## src/rtl/control_necesidades_pkg.sv

```systemverilog
// Shared definitions for the pet-needs controller: stat geometry, action step,
// reset level and life-state encodings.
// Used by the top level and by every stat cell so widths and constants agree.
package control_necesidades_pkg;

    localparam int STAT_W = 3;
    localparam int CNT_W  = 5;

    typedef logic [STAT_W-1:0] stat_t;

    localparam stat_t STAT_MAX  = 3'd7;
    localparam stat_t STAT_RST  = 3'd5;
    localparam stat_t STAT_STEP = 3'd2;

    typedef enum logic [1:0] {
        VIVO    = 2'b00,
        CRITICO = 2'b01,
        MUERTO  = 2'b10
    } estado_t;

    // Add with a clamp at STAT_MAX; the sum is formed one bit wider so
    // 7 + 2 cannot wrap around before the clamp.
    function automatic stat_t sat_add(input stat_t s, input stat_t step);
        logic [STAT_W:0] sum;
        sum = {1'b0, s} + {1'b0, step};
        if (sum > {1'b0, STAT_MAX})
            return STAT_MAX;
        return sum[STAT_W-1:0];
    endfunction

endpackage

```

## src/rtl/celda_necesidad.sv

```systemverilog
// One need stat: 3-bit level with saturating +STEP on action and -1 decay
// every PERIOD ticks.  Latency: one clock from tick/evento to nivel.
// Ports: clk, reset (sync, active-high), tick and evento (already gated by the
// caller while the pet is dead), nivel (registered stat level).
module celda_necesidad
    import control_necesidades_pkg::*;
#(
    parameter int PERIOD = 5
) (
    input  logic  clk,
    input  logic  reset,
    input  logic  tick,
    input  logic  evento,
    output stat_t nivel
);

    logic [CNT_W-1:0] cnt;
    logic             decae;
    stat_t            base;

    // The counter is compared one short of PERIOD so that the tick which
    // would make it reach PERIOD is the tick that decays the stat.
    always_comb begin
        decae = tick && (cnt == CNT_W'(PERIOD - 1));
        base  = (decae && (nivel != '0)) ? nivel - STAT_W'(1) : nivel;
    end

    always_ff @(posedge clk) begin
        if (reset) begin
            nivel <= STAT_RST;
            cnt   <= '0;
        end else if (evento) begin
            // A same-cycle decay is applied first, then the action step.
            nivel <= sat_add(base, STAT_STEP);
            cnt   <= '0;
        end else begin
            nivel <= base;
            if (decae)
                cnt <= '0;
            else if (tick)
                cnt <= cnt + CNT_W'(1);
        end
    end

endmodule

```

## src/rtl/control_necesidades.sv

```systemverilog
// Pet-needs controller: game-tick prescaler, button edge detection, five
// decaying stats and a VIVO/CRITICO/MUERTO life FSM.
// Ports: clk, reset (sync, active-high), five action buttons, botontest
// (faster ticks), five registered 3-bit stat outputs, registered 2-bit estado.
module control_necesidades
    import control_necesidades_pkg::*;
#(
    parameter int TICK_CYCLES = 50000000,
    parameter int TEST_DIV    = 10,
    parameter int P_HUM       = 5,
    parameter int P_NUT       = 7,
    parameter int P_ENE       = 10,
    parameter int P_MAN       = 12,
    parameter int P_COR       = 15,
    parameter int CRIT_TICKS  = 30
) (
    input  logic        clk,
    input  logic        reset,
    input  logic        botonregar,
    input  logic        botonalimentar,
    input  logic        botondormir,
    input  logic        botonlimpiar,
    input  logic        botoncortar,
    input  logic        botontest,
    output stat_t       humedad,
    output stat_t       nutricion,
    output stat_t       energia,
    output stat_t       mantenimiento,
    output stat_t       cortado,
    output logic [1:0]  estado
);

    localparam int            PW        = $clog2(TICK_CYCLES) + 1;
    localparam logic [PW-1:0] TERM_NORM = PW'(TICK_CYCLES - 1);
    localparam logic [PW-1:0] TERM_TEST = PW'(TICK_CYCLES / TEST_DIV - 1);

    logic [PW-1:0]    presc;
    logic [PW-1:0]    term;
    logic             tick;
    logic [4:0]       boton;
    logic [4:0]       boton_q;
    logic [4:0]       evento;
    logic             vivo;
    logic             tick_vivo;
    logic [2:0]       ceros;
    logic [CNT_W-1:0] crit;
    estado_t          est;

    assign boton = {botoncortar, botonlimpiar, botondormir, botonalimentar, botonregar};

    // Terminal count follows botontest live; ">=" makes a switch to the
    // shorter period fire at once if the count is already past it.
    always_comb begin
        term = botontest ? TERM_TEST : TERM_NORM;
        tick = (presc >= term);
    end

    always_ff @(posedge clk) begin
        if (reset) begin
            presc   <= '0;
            boton_q <= '0;
        end else begin
            presc   <= tick ? '0 : presc + PW'(1);
            boton_q <= boton;
        end
    end

    // Once dead, the stats see neither ticks nor button events.
    always_comb begin
        vivo      = (est != MUERTO);
        tick_vivo = tick && vivo;
        evento    = (boton & ~boton_q) & {5{vivo}};
        ceros     = 3'(humedad == '0) + 3'(nutricion == '0) + 3'(energia == '0)
                  + 3'(mantenimiento == '0) + 3'(cortado == '0);
    end

    celda_necesidad #(.PERIOD(P_HUM)) u_hum (
        .clk(clk), .reset(reset), .tick(tick_vivo), .evento(evento[0]), .nivel(humedad));
    celda_necesidad #(.PERIOD(P_NUT)) u_nut (
        .clk(clk), .reset(reset), .tick(tick_vivo), .evento(evento[1]), .nivel(nutricion));
    celda_necesidad #(.PERIOD(P_ENE)) u_ene (
        .clk(clk), .reset(reset), .tick(tick_vivo), .evento(evento[2]), .nivel(energia));
    celda_necesidad #(.PERIOD(P_MAN)) u_man (
        .clk(clk), .reset(reset), .tick(tick_vivo), .evento(evento[3]), .nivel(mantenimiento));
    celda_necesidad #(.PERIOD(P_COR)) u_cor (
        .clk(clk), .reset(reset), .tick(tick_vivo), .evento(evento[4]), .nivel(cortado));

    // Life FSM looks at the registered stats, so it lags a stat change by one cycle.
    always_ff @(posedge clk) begin
        if (reset) begin
            est  <= VIVO;
            crit <= '0;
        end else begin
            case (est)
                VIVO: begin
                    if (ceros >= 3'd2)
                        est <= MUERTO;
                    else if (ceros == 3'd1)
                        est <= CRITICO;
                end
                CRITICO: begin
                    if (ceros >= 3'd2) begin
                        est  <= MUERTO;
                        crit <= '0;
                    end else if (ceros == 3'd0) begin
                        est  <= VIVO;
                        crit <= '0;
                    end else if (tick) begin
                        if (crit == CNT_W'(CRIT_TICKS - 1)) begin
                            est  <= MUERTO;
                            crit <= '0;
                        end else begin
                            crit <= crit + CNT_W'(1);
                        end
                    end
                end
                default: est <= MUERTO;
            endcase
        end
    end

    assign estado = est;

endmodule

```

## config.mk

```make
export PLATFORM = sky130hd
export DESIGN_NAME = control_necesidades
export DESIGN_NICKNAME = d
export VERILOG_FILES = /design/src/rtl/control_necesidades_pkg.sv /design/src/rtl/celda_necesidad.sv /design/src/rtl/control_necesidades.sv
export SDC_FILE = /design/constraint.sdc
export NUM_CORES = 1
export LEC_CHECK = 0
export ABC_AREA = 0
export CORE_MARGIN = 10
export CORE_UTILIZATION = 60
export DETAILED_ROUTE_END_ITERATION = 10
export PLACE_DENSITY = 0.8
export SLEW_MARGIN = 20
export SYNTH_ARGS = -nofsm -noshare
export SYNTH_HDL_FRONTEND = slang
export SYNTH_SLANG_ARGS = --single-unit
```

## constraint.sdc

```tcl
create_clock -name clk -period 4 [get_ports clk]
set_clock_uncertainty 0.2 [all_clocks]
set_input_delay 0.8 -clock clk [delete_from_list [all_inputs] [get_ports clk]]
set_output_delay 0.8 -clock clk [all_outputs]
set_load 0.05 [all_outputs]
```

==> impl_metrics.ini, run 1 <==
[drt]
drc = 0
wl_um = 9071
top_layer = met4
drt-initial-drc-count = 151
wl_met3_um = 277
viasPerCell = 5.614
post_drt_wl_per_cell_um = 14.47
vias = 3520
wl_met2_um = 4658
postRouteAntennaNets = 0
wl_met1_um = 3922
dr.pass1.iters = 4

[layout]
finish.utilization = 0.7181
n_antenna_cell = 0
drive_gt1_frac = 0.08286
multiInputGateArea_mm2 = 0.002610
nFillCells = 542
seq_area_mm2 = 0.001585
syn_to_final_growth_pct = 14.43
nNetsFinal = 573

[logic_synthesis]
synth_commonest_cells = dfxtp_1, nor2_1, ha_1
synthCells = 487
syn_avg_cell_area_um2 = 8.900
syn_nets = 534
ys_seq_area_frac = 0.3649
ys_top_cells_by_area = dfxtp_1, ha_1, nor2_1
synth_edf_count = 0
synth_top_cell_area_share = 0.3649
synth_flop_cell = dfxtp_1
synthArstFlopShare = 0
yosysMostFrequentCell = dfxtp_1
synth_area_mm2 = 0.004334
synth.distinct_cells = 53
ys_seq_elements = 79
synth_warnings = 0
synth_area_leader_cell = dfxtp_1

[power_and_ir_drop]
leakagePower_nw = 2.054
p_per_area_mw_per_mm2 = 301.8
ir_drop_v = 0.0001845

[sta]
fin_crit_ps = 3753
hold_violations = 0
fmax_ghz = 0.2665
hold-worst-slack_ps = 276.7
setup_viol = 0
drv_slew = 0
rsz0062_at_grt = false
min_period_over_period = 0.9382
relSlewSlack = 0.5033
tightest_slew_ps = 735.0

[worst_setup_path]
worst_setup_path_end_kind = flop
cp.arrival_ps = 3850
critPathTopFamily = adder cells
worstReg2RegStart = u_nut.nivel[0]$_SDFF_PP1_
worst-path-max-fanout = 6
critical_path_class = reg2reg
slowest_delay_ps = 520
crit_path_start_kind = flop
cp_cell_sequence = inv_1 > ha_1 > nand2b_1 > inv_1 > fa_1 > fa_1 > ha_1 > or3_1 > and2_1 > a31oi_4 > nand2_1 > mux2_2 > nor2_1
reg2reg_to = crit[0]$_SDFFE_PP0P_
reg2reg_depth = 13
path_buf_inv = 2
critPathRequiredTime_ps = 4090
rrSetupSlack_ps = 250
crit_slowest_cell = fa_1

[clock_tree]
post-cts-setup-buffers = 0
clock_latency_ps = 350
clkTransAtPathRegs_ps = 80
clock_path_buffers = 2
post_cts_resized = 0
cts_buffers = 9
clock_sinks = 79
clockRootBuffer = clkbuf_8
cts_tree = done
htreeDepth = 3
cts_hold_buf = 0

[die]
rows = 30
chipWidth_um = 105.0
die-area_mm2 = 0.01102
start_util = 0.6275
pin_count = 25
coreArea_mm2 = 0.006907
die_h_um = 105.0

[grt]
grt_pass1_wl_um = 15980
grt_remaining_overflow = 0
grtUsageTotal = 0.1703
grt_max_degree = 28
grt_pass1_vias = 3575
antenna_found_initial = 0

[worst_hold_path]
hold-path-endpoint = crit[4]$_SDFFE_PP0P_
hp-class = reg2reg
worstHoldStart = crit[4]$_SDFFE_PP0P_
hold_depth = 1

[place]
hpwl_um = 6790
gp_congestion = 0.8464
port-buffer-count = 24

[job]
cap_violations = 0

[run_status]
status = completed
## metal layers
layer	vias to the layer above	global-route usage
met5	-	0
met3	18	0.02887
met4	0	0.08333
met1	1670	0.1917
li1	1782	-
met2	50	0.3029
## area by class of cell
class                      instances  area share
inverter                          29     0.02195
sequential                        79      0.3196
clock inverter                     5     0.01135
timing repair buffer              37     0.06811
tap                               96     0.02422
clock buffer                      11     0.02851
multi-input combinational        370      0.5262
## cell usage in the layout (no fill, tap or decap), drive strengths merged, types with 8 or more instances in the layout
master / instances
dfxtp: 79
nor2: 72
ha: 37
nand2: 31
xor2: 30
inv: 30
nand3: 28
clkdlybuf4s50: 24
xnor2: 18
nand4: 16
a21oi: 13
buf: 13
clkbuf: 11
and3: 8
a211oi: 8
## cell families after synthesis
kind of cell	share of synthesized area
AOI/OAI and AO/OA	0.1106
xor gates and xnor gates	0.09700
adders and majority gates	0.1161
buffers and inverters	0.03695
DFF	0.3649
muxes	0.01905
and+or+nand+nor	0.2555
## report_power, final
group	switching, W	internal (W)	total [W]
clock network	0.000289	0.000306	0.000595
registers	0.00000740	0.000795	0.000803
logic	0.0000604	0.0000388	0.0000992
## worst max path at each step
stage | cells after the start | end | startpoint
CTS | 12 | crit[0]$_SDFFE_PP0P_ | u_man.nivel[1]$_SDFF_PP0_
global route | 12 | crit[4]$_SDFFE_PP0P_ | u_nut.nivel[0]$_SDFF_PP1_
floorplan | 13 | crit[0]$_SDFFE_PP0P_ | u_nut.nivel[1]$_SDFF_PP0_
finish | 13 | crit[0]$_SDFFE_PP0P_ | u_nut.nivel[0]$_SDFF_PP1_
detailed placement | 11 | u_cor.nivel[2]$_SDFF_PP1_ | botontest
global placement | 11 | u_cor.nivel[2]$_SDFF_PP1_ | botontest
## stage by stage
step	instance area [µm²]	power, W	cells	setup slack (ps)	TNS (ps)
floorplan	4338	0.0008830	487	38.05	0
global placement	4745	0.0009172	611	55.31	0
detailed placement	4745	0.0009198	611	-23.83	-41.21
CTS	4942	0.001513	627	40.39	0
global route	4960	0.001557	627	37.91	0
finish	4960	0.001497	627	247.1	0
## worst reg2reg max path: stages (launching register included)
cell and delay, ps:
dfxtp_2 330, inv_1 70, ha_1 220, nand2b_1 140
inv_1 120, fa_1 520, fa_1 480, ha_1 300
or3_1 340, and2_1 230, a31oi_4 270, nand2_1 130
mux2_2 270, nor2_1 70
## sequential cells by signal (all words and copies together), names as in the netlist
signal       flops
presc           27
boton_q          5
crit             5
u_cor.cnt        5
u_ene.cnt        5
u_hum.cnt        5
u_man.cnt        5
u_nut.cnt        5
u_cor.nivel      3
u_ene.nivel      3
u_hum.nivel      3
u_man.nivel      3
u_nut.nivel      3
estado           2
No activity file was read; power rests on OpenSTA's default activity.
==> run 2: changes to the inputs <==
--- a/config.mk
+++ b/config.mk
@@ -10,6 +10,7 @@
 export CORE_UTILIZATION = 60
 export DETAILED_ROUTE_END_ITERATION = 10
 export PLACE_DENSITY = 0.8
+export SETUP_SLACK_MARGIN = 0.2
 export SLEW_MARGIN = 20
 export SYNTH_ARGS = -nofsm -noshare
 export SYNTH_HDL_FRONTEND = slang
==> run 2 against run 1 <==
Against the previous run: worst hold slack gained 12 ps; first-iteration DRC count is 23% higher; final cell count up 0.16%; critical path depth down 1; highest routed layer unchanged; total power increased by 4.9%; via count down 0.17%; register-to-register slack improved by 160 ps; clock-buffer cell count up 2; core utilization grew 0.71 points; clock power grew 12%; largest power group unchanged.
==> impl_metrics.ini, run 2 (synthesis results as in run 1) <==
[layout]
n_antenna_cell = 0
largest_register = presc
largest_reg_flops = 27
finish.utilization = 0.7252
drive_gt1_frac = 0.09398
layout_common_cells = nor2_1, dfxtp_1, ha_1
syn_to_final_growth_pct = 15.56
nNetsFinal = 574
nFillCells = 539

[drt]
vias = 3514
drc = 0
drt-initial-drc-count = 186
viasPerCell = 5.596
post_drt_wl_per_cell_um = 14.21
dr.pass1.iters = 4
postRouteAntennaNets = 0
wl_um = 8924

[power_and_ir_drop]
p_per_area_mw_per_mm2 = 313.4
leakagePower_nw = 2.061
ir_drop_v = 0.0001758
finalPower_w = 0.001570

[sta]
setup_viol = 0
fmax_ghz = 0.2721
final.setup.tns_ps = 0
tightest_slew_ps = 715.0
drv_slew = 0
min_period_over_period = 0.9188
hold_violations = 0
relSlewSlack = 0.5169
rsz0062_at_grt = true
fin_crit_ps = 3675

[worst_setup_path]
cp.arrival_ps = 3680
critical_path_class = in2reg
worst_setup_path_end_kind = flop
critPathRequiredTime_ps = 4000
worst-path-max-fanout = 18
crit_path_start_kind = input port

[die]
rows = 30
die-area_mm2 = 0.01102
chipWidth_um = 105.0
die_h_um = 105.0
coreArea_mm2 = 0.006907
start_util = 0.6275
pin_count = 25

[clock_tree]
htreeDepth = 3
cts_tree = done
clock_latency_ps = 360
cts_buffers = 9
cts_hold_buf = 0
clkTransAtPathRegs_ps = 70
clockRootBuffer = clkbuf_8
clock_path_buffers = 2
clock_sinks = 79

[place]
port-buffer-count = 24
hpwl_um = 6536
gp_congestion = 0.8630

[grt]
antenna_found_initial = 0
grt_remaining_overflow = 0
grt_max_degree = 28
grt_pass1_wl_um = 15260
grt_pass1_vias = 3466
grtUsageTotal = 0.1603

[run_status]
status = completed

[job]
cap_violations = 0

[worst_hold_path]
hp-class = reg2reg
[run 2: per-stage QoR]
step | hold slack (ps) | setup WS, ps | std cells | cell area, µm²
6_report | 288.5 | 324.7 | 628 | 5009
5_1_grt | 304.6 | 170.2 | 628 | 5009
4_1_cts | 283.1 | 273.7 | 627 | 4989
3_5_place_dp | 266.7 | -51.35 | 611 | 4756
3_3_place_gp | 253.3 | 8.087 | 611 | 4756
2_1_floorplan | 237.5 | 266.9 | 487 | 4349
[run 2: timing repair]
item | in CTS | in global routing
gates resized for setup | 1 | 3
gates cloned | 0 | 0
endpoints found under the setup margin | 2 | 8
setup buffers | 0 | 1
pin swaps | 0 | 1
[run 2: final cells by class]
cell class / instances / area (µm²) / area share
Clock inverter: 3 / 65.06 / 0.01299
Multi-Input combinational cell: 370 / 2620 / 0.5231
Sequential cell: 79 / 1590 / 0.3175
Clock buffer: 13 / 158.9 / 0.03173
Timing Repair Buffer: 38 / 345.3 / 0.06895
Tap cell: 96 / 120.1 / 0.02398
Inverter: 29 / 108.9 / 0.02173
[run 2: worst paths after layout]
| path | start | to | slack (ps) | depth (start not counted) |
|---|---|---|---|---|
| setup / recovery | botontest | u_nut.nivel[0]$_SDFF_PP1_ | 320 | 12 |
| hold / removal | presc[0]$_SDFF_PP0_ | presc[0]$_SDFF_PP0_ | 290 | 1 |
| setup reg to reg | u_hum.nivel[1]$_SDFF_PP0_ | crit[4]$_SDFFE_PP0P_ | 410 | 11 |
| hold reg to reg | presc[0]$_SDFF_PP0_ | presc[0]$_SDFF_PP0_ | 290 | 1 |
[run 2: routing by layer]
layer  part of all wire  wire length [µm]  GRT usage
met5                  0                 0          0
met4              0.021               186    0.07843
met3              0.029               260    0.02887
met2               0.48              4239     0.2705
met1               0.47              4238     0.1914
[run 2: power by group]
part	total (W)	internal (W)	switching, W
Combinational	0.0000986	0.0000382	0.0000604
Clock	0.000668	0.000385	0.000282
Sequential	0.000803	0.000796	0.00000768
[run 2: critical path, stage by stage]
cell	delay [ps]
clkdlybuf4s50_1	480
inv_1	70
ha_1	340
and4b_1	250
a2111oi_4	340
o22ai_2	170
o311ai_4	350
nand2_4	90
buf_4	210
nand3_1	140
mux2i_2	290
o311ai_1	140
